==> src/rtl/module_control_banco_pkg.sv <==
// Shared constants and state encoding for the register-file controller.
package pkg_banco_registros;

  localparam int N  = 32;         // registers in the controlled register file
  localparam int W  = 4;          // data width of each register
  localparam int AW = $clog2(N);  // register-file address width

  typedef enum logic {
    CLEAR = 1'b0,  // zero-sweep of addresses 1..N-1 in progress
    SERVE = 1'b1   // arbitrating and forwarding requester writes
  } state_t;

endpackage

==> src/rtl/module_control_banco_rr_arbitro.sv <==
// Two-input round-robin arbiter. The priority flag moves only when a grant
// is issued, so a requester that keeps waiting is served next.
module module_rr_arbitro_2 (
  input  logic clk,
  input  logic rst,
  input  logic valid0,
  input  logic valid1,
  output logic grant0,
  output logic grant1
);

  // High when requester 1 was not granted most recently and wins a tie.
  logic prio1;

  // Grants are combinational; a tie goes to whichever side prio1 favours.
  assign grant0 = valid0 & (~valid1 | ~prio1);
  assign grant1 = valid1 & (~valid0 |  prio1);

  // Priority flag: favours requester 0 out of reset, flips toward the loser.
  always_ff @(posedge clk) begin
    if (rst) begin
      prio1 <= 1'b0;
    end else if (grant0) begin
      prio1 <= 1'b1;
    end else if (grant1) begin
      prio1 <= 1'b0;
    end
  end

endmodule

==> src/rtl/module_control_banco.sv <==
// Register-file write controller: after reset or a clear request it zeroes
// registers 1..N-1, then forwards writes from two round-robin requesters.
// Register 0 is hard-wired zero, so writes aimed at it are accepted and
// dropped.
module module_control_banco
  import pkg_banco_registros::state_t;
  import pkg_banco_registros::CLEAR;
  import pkg_banco_registros::SERVE;
#(
  parameter  int N  = pkg_banco_registros::N,
  parameter  int W  = pkg_banco_registros::W,
  localparam int AW = $clog2(N)
) (
  input  logic          clk,
  input  logic          rst,
  input  logic          clear_req,
  input  logic          req0_valid,
  input  logic [AW-1:0] req0_addr,
  input  logic [W-1:0]  req0_data,
  output logic          req0_ready,
  input  logic          req1_valid,
  input  logic [AW-1:0] req1_addr,
  input  logic [W-1:0]  req1_data,
  output logic          req1_ready,
  output logic          we,
  output logic [AW-1:0] addr_rd,
  output logic [W-1:0]  data_in,
  output logic          busy
);

  localparam logic [AW-1:0] LAST_ADDR = AW'(N - 1);
  localparam logic [AW-1:0] FIRST_ADDR = AW'(1);

  state_t        state;
  logic [AW-1:0] counter;
  logic          serving;
  logic          grant0;
  logic          grant1;
  logic [AW-1:0] sel_addr;
  logic [W-1:0]  sel_data;

  // Requests reach the arbiter only when a grant may legally be issued, so
  // every grant is a real handshake and the arbiter priority stays honest.
  assign serving = (state == SERVE) & ~clear_req & ~rst;

  module_rr_arbitro_2 u_arbitro (
    .clk    (clk),
    .rst    (rst),
    .valid0 (req0_valid & serving),
    .valid1 (req1_valid & serving),
    .grant0 (grant0),
    .grant1 (grant1)
  );

  assign req0_ready = grant0;
  assign req1_ready = grant1;

  // busy follows the state but is forced low while reset is held.
  assign busy = (state == CLEAR) & ~rst;

  // Write source for a handshake; at most one grant is ever high.
  assign sel_addr = grant1 ? req1_addr : req0_addr;
  assign sel_data = grant1 ? req1_data : req0_data;

  // State machine with registered register-file write port.
  // NOTE: sequential state uses non-blocking assignments so every register
  // samples pre-edge values regardless of statement order.
  always_ff @(posedge clk) begin
    if (rst) begin
      state   <= CLEAR;
      counter <= FIRST_ADDR;
      we      <= 1'b0;
      addr_rd <= '0;
      data_in <= '0;
    end else begin
      unique case (state)
        CLEAR: begin
          we      <= 1'b1;
          addr_rd <= counter;
          data_in <= '0;
          if (counter == LAST_ADDR) begin
            state <= SERVE;
          end else begin
            counter <= counter + FIRST_ADDR;
          end
        end
        SERVE: begin
          we <= 1'b0;
          if (clear_req) begin
            state   <= CLEAR;
            counter <= FIRST_ADDR;
          end else if ((grant0 | grant1) && (sel_addr != '0)) begin
            we      <= 1'b1;
            addr_rd <= sel_addr;
            data_in <= sel_data;
          end
        end
        default: begin
          state <= CLEAR;
        end
      endcase
    end
  end

endmodule

==> config.mk <==
export PLATFORM = sky130hd
export DESIGN_NAME = module_control_banco
export DESIGN_NICKNAME = d
export VERILOG_FILES = /design/src/rtl/module_control_banco_pkg.sv /design/src/rtl/module_control_banco_rr_arbitro.sv /design/src/rtl/module_control_banco.sv
export SDC_FILE = /design/constraint.sdc
export NUM_CORES = 1
export LEC_CHECK = 0
export CAP_MARGIN = 20
export CORE_MARGIN = 1.5
export CORE_UTILIZATION = 42
export CTS_CLUSTER_SIZE = 28
export DETAILED_ROUTE_END_ITERATION = 8
export HOLD_SLACK_MARGIN = 0.15
export PLACE_DENSITY_LB_ADDON = 0.12
export SLEW_MARGIN = 40
export SYNTH_ARGS = -nofsm -noshare
export SYNTH_HDL_FRONTEND = slang
export SYNTH_SLANG_ARGS = --single-unit
==> constraint.sdc <==
create_clock -name clk -period 1.5 [get_ports clk]
set_input_delay 0.225 -clock clk [delete_from_list [all_inputs] [get_ports clk]]
set_output_delay 0.225 -clock clk [all_outputs]
set_load 0.01 [all_outputs]
Yosys cells after proc, flatten, opt, wreduce, memory -nomap -nowiden

Index checks and enable logic that the tools add are counted.

Input bits: 23
Logic and storage cells: 52
Flip-flop bits (word level): 17
Output and inout port bits: 13

Equal/unequal tests: 5
Add/sub/neg operators: 1
Reduce and logical (&&, ||, !) cells: 5
Bitwise operators: 16
Multiplexer cells: 19

Operators with widths:

| cell                | number |
|---|---|
| $mux 5              | 5 |
| $pmux 5 s2          | 2 |
| $mux 4              | 3 |
| $pmux 4 s2          | 1 |
| $and 1x1->1         | 7 |
| $mux 1              | 6 |
| $ne 2x2->1 const B  | 3 |
| $not 1->1           | 6 |
| $add 5x1->5 const B | 1 |
| $eq 5x5->1 const B  | 1 |
| $reduce_bool 5->1   | 1 |
| $pmux 1 s2          | 2 |
| $reduce_and 2->1    | 2 |
| $or 1x1->1          | 3 |
| $ne 2x1->1 const B  | 1 |
| $reduce_bool 2->1   | 1 |
| $logic_and 1x1->1   | 1 |

Longest topological paths before layout

Gate-level depths: netlist of the first run.

Depth in word-level cells: 13
Mapped depth: 7
Mapped depth without buffers: 7

Modules after synthesis

A second synthesis of the first run with hierarchy kept.

Cells, all modules: 99
Area, all modules: 928.4 µm²

Modules (own cells, without submodules):

| module               | area each (µm²) | seq. area each (µm²) | times used | cells each |
|---|---|---|---|---|
| module_control_banco | 869.6           | 320.3                | 1          | 93 |
| module_rr_arbitro_2  | 58.8            | 20.0                 | 1          | 6 |

Worst setup path before layout of the first run

No wires, ideal clock.

Kind: register to register
Start: register counter[0]
End: register counter[3]
Slack: -0.065 ns
Buffers on the path: 0
Setup time: 0.070 ns
Clock period less this slack: 1.565 ns
Cell stages (with the launch flop): 7
Required time: 1.430 ns
Arrival time: 1.495 ns
Cell sequence: dfxtp_1 ha_1 and3_1 ha_1 nand4b_1 or3_1 a21oi_1

Longest elaborated chain between the ends: 3
Elaborated cells on any way between the ends: 6
Classes of those cells: add/sub (1); eq/ne (2); mux (2); reduce/logical (1)

RTL lines:

| element                                               | line                                                   | source |
|---|---|---|
| start, declared                                       | module_control_banco.sv:35                             | `logic [AW-1:0] counter;` |
| start signal, assigned                                | module_control_banco.sv:84                             | `counter <= counter + FIRST_ADDR;` |
| $add 5x1->5 / $eq 5x5->1 (equally long branches)      | module_control_banco.sv:84, module_control_banco.sv:81 |  |
| $mux 5 / $ne 2x2->1 (equally long branches)           | n/a                                                    |  |
| $pmux 5 s2 / $reduce_and 2->1 (equally long branches) | n/a                                                    |  |

Several ways; a longest one is shown, not always the timed one. The select of a mux whose other input is x is not followed.
A chain may end at the register's enable or synchronous reset.

Worst setup path after layout of the first run

Start: register state
End: register addr_rd[2]

Longest elaborated chain between the ends: 11
Elaborated cells on any way between the ends: 21
Classes of those cells: eq/ne (2); mux (4); bitwise (12); reduce/logical (3)

RTL lines:

| element                    | line                                  | source |
|---|---|---|
| start, declared            | module_control_banco.sv:34            | `state_t state;` |
| start signal, assigned     | module_control_banco.sv:70            | `state <= CLEAR;` |
| start signal, assigned     | module_control_banco.sv:82            | `state <= SERVE;` |
| start signal, assigned     | module_control_banco.sv:90            | `state <= CLEAR;` |
| $and 1x1->1 (2 in a row)   | module_control_banco.sv:44            | `assign serving = (state == SERVE) & ~clear_req & ~rst;` |
| $and 1x1->1                | module_control_banco.sv:49            | `.valid0 (req0_valid & serving),` |
| $not 1->1                  | module_control_banco_rr_arbitro.sv:17 | `assign grant1 = valid1 & (~valid0 \| prio1);` |
| $or 1x1->1                 | module_control_banco_rr_arbitro.sv:17 |  |
| $and 1x1->1                | module_control_banco_rr_arbitro.sv:17 |  |
| $mux 5                     | module_control_banco.sv:62            | `assign sel_addr = grant1 ? req1_addr : req0_addr;` |
| $reduce_bool 5->1          | module_control_banco.sv:92            | `end else if ((grant0 \| grant1) && (sel_addr != '0)) begin` |
| $logic_and 1x1->1          | module_control_banco.sv:92            |  |
| $ne 2x1->1 (no line)       | n/a                                   |  |
| $reduce_and 2->1 (no line) | n/a                                   |  |
| end signal, assigned       | module_control_banco.sv:79            | `addr_rd <= counter;` |
| end signal, assigned       | module_control_banco.sv:94            | `addr_rd <= sel_addr;` |
| end, declared              | module_control_banco.sv:26            | `output logic [AW-1:0] addr_rd,` |

Several ways; a longest one is shown, not always the timed one. The select of a mux whose other input is x is not followed.

==> results of run 1 <==
## Yosys cell counts (all sizes together), types with 4 or more instances
| master | instances | area, sq um |
|---|---|---|
| nor2b | 4 | 25.0 |
| o311a | 4 | 40.0 |
| dfxtp | 17 | 340 |
| nor3 | 6 | 30.0 |
| nor2 | 11 | 43.8 |
| nor4 | 5 | 31.3 |
| inv | 6 | 22.5 |
| o211ai | 12 | 104 |
| and4 | 4 | 35.0 |
| o21ai | 13 | 65.1 |
| clkbuf | 4 | 15.0 |
| mux2i | 4 | 40.0 |
| buf | 6 | 35.0 |
| or4 | 6 | 45.0 |
| o31a | 4 | 35.0 |
| a211oi | 5 | 37.5 |
| nand2 | 16 | 60.1 |
## routing by layer
| metal | track usage [%] | routed length [microns] | vias to the layer above |
|---|---|---|---|
| met5 | 0 | 0 | - |
| met3 | 4.15 | 194 | 7 |
| met4 | 10.2 | 49 | 0 |
| met1 | 31.7 | 1720 | 684 |
| li1 | - | - | 731 |
| met2 | 42.9 | 1940 | 48 |
## sequential cells by signal, indices dropped and copies added, names as in the netlist
| signal | count |
|---|---|
| addr_rd | 5 |
| counter | 5 |
| data_in | 4 |
| state | 1 |
| u_arbitro.prio1 | 1 |
| we | 1 |
## report_power, final
part	internal (uW)	total [uW]	switching (uW)
combinational	161	277	116
sequential	468	481	13.0
clock	104	259	155
## layout by cell type, fill, tap and decap left out, types with 2 or more instances in the layout
cell type        synthesis  routed
a211oi_1                 5       4
a21oi_1                  3       2
a22oi_1                  3       2
a31oi_1                  2       2
and4_1                   4       4
buf_2                    4       2
buf_4                    0      42
buf_6                    1       4
clkbuf_4                 0       3
clkdlybuf4s50_1          0      29
dfxtp_1                 17      13
dfxtp_2                  0       3
dlygate4sd2_1            0       3
ha_4                     0       2
inv_1                    6       4
inv_2                    0       2
mux2i_1                  4       4
nand2_1                 16      16
nand2b_1                 2       2
nor2_1                  10       9
nor2b_1                  4       4
nor3_1                   6       6
nor4_1                   5       2
nor4_2                   0       3
o211ai_1                11      11
o21ai_0                 12      10
o21ai_1                  1       2
o311a_1                  4       4
o31a_1                   4       4
or4_1                    6       6
## what timing repair did
action | CTS | global route
pin swaps | 22 | 10
setup buffers | 2 | 2
setup endpoints to repair | 18 | 18
cloned | 1 | 0
resized for setup | 25 | 15
## final timing paths
check	to	slack, ns	cells past startpoint
worst max-delay path	addr_rd[2]$_SDFFE_PP0P_	-0.13	5
worst min-delay path	counter[2]$_SDFFE_PP0N_	0.44	3
worst max register to register	addr_rd[2]$_SDFFE_PP0P_	-0.13	5
worst min register to register	data_in[1]$_SDFFE_PP0P_	0.48	2
## through the flow
stage / power, uW / setup slack, ns / cell area, sq um / TNS [ns]
6_report: 1020 / -0.128 / 2030 / -1.04
5_1_grt: 1070 / -0.166 / 2030 / -1.81
4_1_cts: 1010 / -0.124 / 1970 / -1.16
3_5_place_dp: 752 / -0.584 / 1880 / -7.17
3_3_place_gp: 748 / -0.527 / 1880 / -6.55
2_1_floorplan: 572 / -0.000936 / 1220 / -0.000936
## area by class of cell
class | count | share of cell area, %
clock buffers | 4 | 1.29
inverters | 6 | 1.11
multi-input cells | 117 | 43.3
flip-flops and latches | 17 | 17.1
well taps | 31 | 1.91
repair buffers | 82 | 35.3
## critical path, cell delays in order, from the launching register on
cell	delay, ns
dfxtp_4	0.37
or3b_4	0.39
buf_6	0.16
o311a_1	0.29
o211ai_1	0.18
o211ai_1	0.12
## kinds of logic (layout without fill, tap and decap cells)
| logic type | Yosys count | in the layout |
|---|---|---|
| simple gates | 62 | 62 |
| compound gates | 49 | 49 |
| flops | 17 | 17 |
| buf+inv | 16 | 92 |
| mux | 4 | 4 |
| fa+ha+maj | 2 | 2 |
==> impl_results.md, run 1 <==
* Leakage at 0.000827 uW
* Core Region at 0.00273 sq mm
* Final setup vio count at 13
* Max-cap violations at 0
* Final period utilization at 109%
* Status: complete, but fails checks
* Initial antenna violation count at 0
* EDFF count, synth at 0
* Compound-Gate Fraction of Synth Area at 31.0%
* Asr flop ratio synth at 0%
* Post-route setup slack at -0.128 ns
* CP startpoint kind: flip-flop
* Clock sinks at 17
* Slew @ Worst Pin at 0.431 ns
* Die height at 56.6 microns
* Mapped Cells at 150
* DR iter-0 viols at 69
* Syn Std Cell Area at 0.00120 sq mm
* Final hold vios at 0
* Unrepaired setup endpoints after global routing: yes
* DP Wirelength at 2780 microns
* Hold Startpoint: clear_req
* Crit path DAT at 1.80 ns
* Slew HR at 71.0%
* Mux cell area share after synthesis at 3.32%
* Simple-Gate Fraction of Synth Area at 29.3%
* Flops & latches, synth at 17
* CTS hold repair buffers at 0
* Post-route ant nets at 0
* Clock Latency Late Sink at 0.30 ns
* Vias at 1470
* Total power density per cell area at 501 mW/mm^2
* Avg WL per Cell at 15.2 microns
* Fmax at 614 MHz
* Total gr overflow at 0
* Area occupied by multi-input gates at 878 sq um
* WHS at 0.443 ns
* Via/cell ratio at 5.72
* Crit Path Max Fanout at 8
* Layout Cells excl Fill at 257
* Net Count, Synth at 175
* Placer congestion estimate at 0.913
* Synth Area in Adders at 2.08%
* CP endpoint kind: flip-flop
* Crit path time final at 1.63 ns
* Xor/xnor cell area share of the yosys netlist at 0%
* Final nets at 252
* Kind of critical path: flip-flop to flip-flop
* CTS tree: yes
* Worst hold-check path type: input port to flip-flop
* Seq/Total Area, Yosys at 28.2%
* GRT Overall Usage at 25.3%
* Reg2Reg Launch Point: state$_SDFF_PP0_
* H-tree levels at 1
* Initial Utilization at 44.1%
* Slew Limit Fails at 0
* Row Count at 19
* Largest net degree at the start of global routing at 19
* Synth Warn # at 0
* Root Buffer: clkbuf_4
* Area growth syn-to-layout at 68.5%
* WL final at 3900 microns
* Syn_area_per_cell at 8.03 sq um
* Reg clk slew, reported paths at 0.11 ns
* Layout cells sized above 1 at 33.6%
* Failing checks: setup timing
* Fill cells at 211
* Peak VDD IR at 0.611 mV
* FF+latch area at 348 sq um
* Die ar. at 0.00320 sq mm
* DRC at 0
* Netlist cell types at 38
* Vias in the first global route at 1427
* First drt pass iteration count at 4
* Post-synth top flop: dfxtp_1
* Placed cells at 248
* # port buffers at 35
* Global-route wire length before repair at 6410 microns
* Number of diodes at 0
* Maximum clock path buffer count at 2
* Worst Skew at 0.00680 ns
* Setup crit start: state$_SDFF_PP0_
* I/O Pins at 36
* Critical Path RT at 1.68 ns
* CTS buffer count at 3
* Layout Utilization at 74.3%
* Largest family of logic cells by synthesized area: compound AO/OA/AOI/OAI gates
* Die Width at 56.6 microns
(Power assumes the default switching activity.)
==> inputs of run 2 (changes only) <==
--- a/config.mk
+++ b/config.mk
@@ -7,7 +7,7 @@
 export LEC_CHECK = 0
 export CAP_MARGIN = 20
 export CORE_MARGIN = 1.5
-export CORE_UTILIZATION = 42
+export CORE_UTILIZATION = 50
 export CTS_CLUSTER_SIZE = 28
 export DETAILED_ROUTE_END_ITERATION = 8
 export HOLD_SLACK_MARGIN = 0.15
==> constraint.sdc (replaced) <==
create_clock -name clk -period 2.1 [get_ports clk]
set_input_delay 0.315 -clock clk [delete_from_list [all_inputs] [get_ports clk]]
set_output_delay 0.315 -clock clk [all_outputs]
set_load 0.01 [all_outputs]
==> run 2 against run 1 <==
Effect of this change:
- the run now ends clean
- flip-flop and latch count stayed put
- die area fell by 15%
- count of clock-buffer cells in the layout down 1
- core utilization increased by 0.17 points
- total power down 34%
- final cell count down 14%
- setup slack better by 0.27 ns
- combinational power down 49%
- clock power decreased by 30%
- clock skew down 0.0047 ns
==> impl_results.md, run 2 (same netlist as run 1, synthesis figures left out) <==
* FF+latch area at 340 sq um
* CTS tree: yes
* Final nets at 218
* Maximum clock path buffer count at 2
* CP endpoint kind: output port
* Post-route setup slack at 0.141 ns
* Leakage at 0.000608 uW
* Crit Path Max Fanout at 4
* H-tree levels at 1
* Avg WL per Cell at 15.6 microns
* CTS buffer count at 3
* Worst hold-check path type: flip-flop to flip-flop
* Final setup vio count at 0
* Die ar. at 0.00271 sq mm
* Initial antenna violation count at 0
* Fmax at 511 MHz
* Vias in the first global route at 1339
* Clock share of power at 27.2%
* Most frequent cells in the layout: clkdlybuf4s50_1, dfxtp_1, nand2_1
* WHS at 0.465 ns
* Placer congestion estimate at 0.860
* Row Count at 17
* Root Buffer: clkbuf_4
* DP Area at 0.00164 sq mm
* Final hold vios at 0
* Via/cell ratio at 6.35
* Layout Utilization at 74.5%
* Global-route wire length before repair at 5790 microns
* # port buffers at 35
* Slew @ Worst Pin at 0.583 ns
* P_int at 482 uW
* Area growth syn-to-layout at 38.0%
* Core Region at 0.00223 sq mm
* Biggest regs: addr_rd: 5 flops, counter: 5 flops, data_in: 4 flops
* Status: complete, no violations
* DR iter-0 viols at 38
* Die Width at 52.1 microns
* First drt pass iteration count at 4
* Most common cell after layout, fill and taps aside: clkdlybuf4s50_1
* Post-route ant nets at 0
* WL final at 3420 microns
* Switching share of total power at 28.2%
* Clock sinks at 17
* Kind of critical path: flip-flop to output port
* Clock Latency Late Sink at 0.30 ns
* Max-cap violations at 0
* Layout cells sized above 1 at 10.9%
* Slew HR at 60.7%
* Initial Utilization at 53.9%
* Fill cells at 183
* GRT Overall Usage at 28.4%
* Unrepaired setup endpoints after global routing: no
* Reg clk slew, reported paths at 0.10 ns
* Combinational power share at 21.1%
* Worst Skew at 0.00210 ns
* Pre-CTS WS at -0.0985 ns
* Critical Path RT at 1.78 ns
* Vias at 1396
* Setup_tns at 0 ns
* I/O Pins at 36
* CP startpoint kind: flip-flop
* Peak VDD IR at 0.433 mV
* Die height at 52.1 microns
* Total gr overflow at 0
* Sw Pwr at 189 uW
* DP Wirelength at 2590 microns
* Seq pwr share at 51.8%
* Area occupied by multi-input gates at 792 sq um
* Largest net degree at the start of global routing at 20
* Crit path time final at 1.96 ns
* Crit path DAT at 1.64 ns
* DRC at 0
* Number of diodes at 0
* Total power density per cell area at 403 mW/mm^2
* Design Area, Final at 0.00166 sq mm
* Slew Limit Fails at 0
* Final period utilization at 93.3%
## run 2: changes by cell type in the layout (fill, tap and decap cells not counted), sizes merged
cell / change
buf: -36
clkdlybuf4s50: +4
clkbuf: -1
clkdlybuf4s15: -1
clkinv: +1
dlygate4sd2: -1
## run 2: final timing paths
kind / startpoint / end / slack (ns) / depth (start not counted)
max reg2reg: counter[0]$_SDFFE_PP1N_ / counter[1]$_SDFFE_PP0N_ / 0.35 / 7
min reg2reg: data_in[1]$_SDFFE_PP0P_ / data_in[1]$_SDFFE_PP0P_ / 0.46 / 2
max: state$_SDFF_PP0_ / req1_ready / 0.14 / 4
min: data_in[1]$_SDFFE_PP0P_ / data_in[1]$_SDFFE_PP0P_ / 0.46 / 2
## run 2: repair_timing
action	4_1_cts	5_1_grt
setup endpoints to repair	1	0
setup buffers	0	0
gates resized for setup	2	0
hold buffers	0	0
## run 2: layout make-up
cell class              count  share of cell area [%]
repair buffers             48                    26.8
inverters                   6                    1.35
clock buffers               3                    1.35
well taps                  28                    2.11
clock inverters             1                   0.301
flip-flops and latches     17                    20.5
multi-input cells         117                    47.6
## run 2: per-layer routing
layer | wire (microns) | track usage [%]
met1 | 1500 | 36.2
met5 | 0 | 0
met3 | 196 | 4.31
met4 | 84 | 13.6
met2 | 1640 | 46.6
## run 2: power by group through the flow
stage	combinational (uW)	sequential (uW)	clock, uW
finish	141	347	182
global route	153	349	202
CTS	140	347	192
detailed placement	141	354	0
global placement	137	353	0
floorplan	54.6	354	0
## run 2: worst max-delay path: stages, from the launching register on
cell             delay [ns]
dfxtp_1                0.38
nor3b_4                0.23
nand3_1                0.12
inv_1                  0.09
clkdlybuf4s50_1        0.53
## run 2: metrics by stage
step	power (uW)	cells
5_1_grt	704	220
6_report	671	220
3_3_place_gp	490	216
2_1_floorplan	408	150
3_5_place_dp	495	216
4_1_cts	679	220
==> RTL edit (flow settings as in run 1) <==
Reset style: asynchronous (`rst`), changed in 2 clocked blocks.
--- a/src/rtl/module_control_banco_rr_arbitro.sv
+++ b/src/rtl/module_control_banco_rr_arbitro.sv
@@ -17,7 +17,7 @@
   assign grant1 = valid1 & (~valid0 |  prio1);
 
   // Priority flag: favours requester 0 out of reset, flips toward the loser.
-  always_ff @(posedge clk) begin
+  always_ff @(posedge clk or posedge rst) begin
     if (rst) begin
       prio1 <= 1'b0;
     end else if (grant0) begin
--- a/src/rtl/module_control_banco.sv
+++ b/src/rtl/module_control_banco.sv
@@ -65,7 +65,7 @@
   // State machine with registered register-file write port.
   // NOTE: sequential state uses non-blocking assignments so every register
   // samples pre-edge values regardless of statement order.
-  always_ff @(posedge clk) begin
+  always_ff @(posedge clk or posedge rst) begin
     if (rst) begin
       state   <= CLEAR;
       counter <= FIRST_ADDR;
Function: differs if rst is asserted again (counterexample within 4 cycles, from zero or initial values and one cycle with rst high); with rst held inactive, the same outputs for 10 cycles.
==> RTL edit against run 1 <==
  * The run still ends with setup timing left
  * Cell area increased by 10%
  * Sequential cell count did not move
  * Worst setup slack worse by 120 ps
  * Global-route usage shrank 1.4 points
  * Clock skew up 5.3 ps
  * Hold slack gained 96 ps
  * Synthesized area shrank 0.42%
  * Routed wire length up 6.1%
Power is not compared: it rests on default switching activity, and its combinational part moved more than twofold at a synthesized area within 25%.
==> RTL edit: results (changes against run 1) <==
* Fraction of the yosys area taken by sequential cells at 0.3556 (+0.07313)
* Via count of the first global-routing pass at 1348 (-5.5%)
* Xor and xnor area share after synthesis at 0.007299 (+0.007299)
* Synthesized area divided by synthesized cell count at 8.954 sq um (+11%)
* Violated checks: setup timing
* Slowest stage delay, CP at 410 ps (+20 ps)
* Post-Route WL at 4140 um (+6.1%)
* Number of distinct library cell variants in the gate-level netlist after synthesis at 39 (+2.6%)
* Overall Global Routing Usage at 0.2392 (-0.01396)
* Flip-flop and latch count at 17 (unchanged)
* Register share of the cell area at 0.1908 (+0.01954)
* Largest voltage drop on the vdd net at around 1.1 mV
* Number of setup violations in the final report at 18 (+5)
* Number of placed instances, taps included at 225 (-9.3%)
* Dominant synthesized flop cell: sky130_fd_sc_hd__dfrtp_1
* DRC violation total after the first TritonRoute iteration at 50 (-28%)
* Slew at the pin closest to its max-slew limit at 464.8 ps (+33.34 ps)
* Setup WS pre-CTS at -700.1 ps (-116.3 ps)
* Post-CTS sizing at 37 (+48%)
* Worst hold margin at 539.4 ps (+96.11 ps)
* Wire length of the first global-routing pass at 5934 um (-7.4%)
* Setup TNS at -1961 ps (-925.9 ps)
* Type of the most critical hold path: reg2reg
* Complex-gate fraction of the synthesized area at 0.2263 (-0.08421)
* Total number of multi-input combinational cells at 99 (-15%)
* Vias after detailed routing at 1385 (-5.8%)
* Clock Tree Root: sky130_fd_sc_hd__clkbuf_4
* Fin Clk Skew at 12.06 ps (+5.258 ps)
* Core Util, Final at 0.8178 (+0.07506)
* Slowest cell on the critical path: sky130_fd_sc_hd__or3b_4
* DPL Wire Length at 2606 um (-6.3%)
* Post-synth top cells: sky130_fd_sc_hd__dfrtp_1, sky130_fd_sc_hd__mux2i_1, sky130_fd_sc_hd__nand2_1
* Crit-path max FO at 5 (-3)
* FFs w/ async S/R, synth at 1.000 (+1.000)
* Number of inserted filler cells in the final layout at 170 (-19%)
* Delay-heaviest family, CP: simple AND/OR/NAND/NOR gates
* Count of buffers not belonging to the clock network in the layout at 89 (+8.5%)
* Outcome: finished with violations
* Wire length per cell at 16.69 um (+9.9%)
* Share of post-route cells with drive strength above 1 at 0.4055 (+0.06925)
* Setup slack of the critical path after layout at -251.6 ps (-123.4 ps)
* Post-synthesis share of cell area spent on full adders, half adders and majority gates at 0.02086 (+0.00008663)
* Final weighted congestion in routability-driven placement at 0.8284 (-9.3%)
* Main area contributors after synthesis: sky130_fd_sc_hd__dfrtp_1, sky130_fd_sc_hd__mux2i_1, sky130_fd_sc_hd__a311o_1, sky130_fd_sc_hd__nand2_1, sky130_fd_sc_hd__nor2b_1
* Count of hold buffers inserted by post-cts repair at 1 (+1)
* Placed Instance Area at 1866 sq um (-0.67%)
* Non-clock buffer area fraction after layout at 0.3805 (+0.02748)
* Synthesized net count at 159 (-9.1%)
* Multiplexer share of the synthesized area at 0.08342 (+0.05019)
* Antenna cells at 0 (unchanged)
* Area used by multi-input combinational logic at 855.8 sq um (-2.6%)
* CP arrival at 1960 ps (+160 ps)
* Number of buffers inserted to repair setup after CTS at 8 (+6)
[RTL edit: cell types whose count changed in the layout (fill, tap and decap cells not counted), sizes merged, moves of 6 or more]
cell and delta:
buf +6, dfrtp +16, dfxtp -17, mux2i +6, nand2 -6, o211ai -12
[RTL edit: layer usage]
layer | GRT usage | vias up | part of all wire
met5 | 0 | - | 0
met4 | 0.08503 | 0 | 0.018
met3 | 0.05069 | 11 | 0.041
met2 | 0.4120 | 45 | 0.52
met1 | 0.2922 | 658 | 0.42
li1 | - | 671 | -
[RTL edit: final timing paths]
path | start | endpoint | depth (start not counted)
setup / recovery | state | addr_rd[1] | 5
hold / removal | data_in[2] | data_in[2] | 2
setup reg to reg | state | addr_rd[1] | 5
hold reg to reg | data_in[2] | data_in[2] | 2
min in group asynchronous | rst | addr_rd[1] | 3
max in group asynchronous | rst | counter[0] | 4
[RTL edit: power by group]
group	internal, uW	switching (uW)	total [uW]
sequential	628	127	754
combinational	758	599	1360
clock	104	156	260
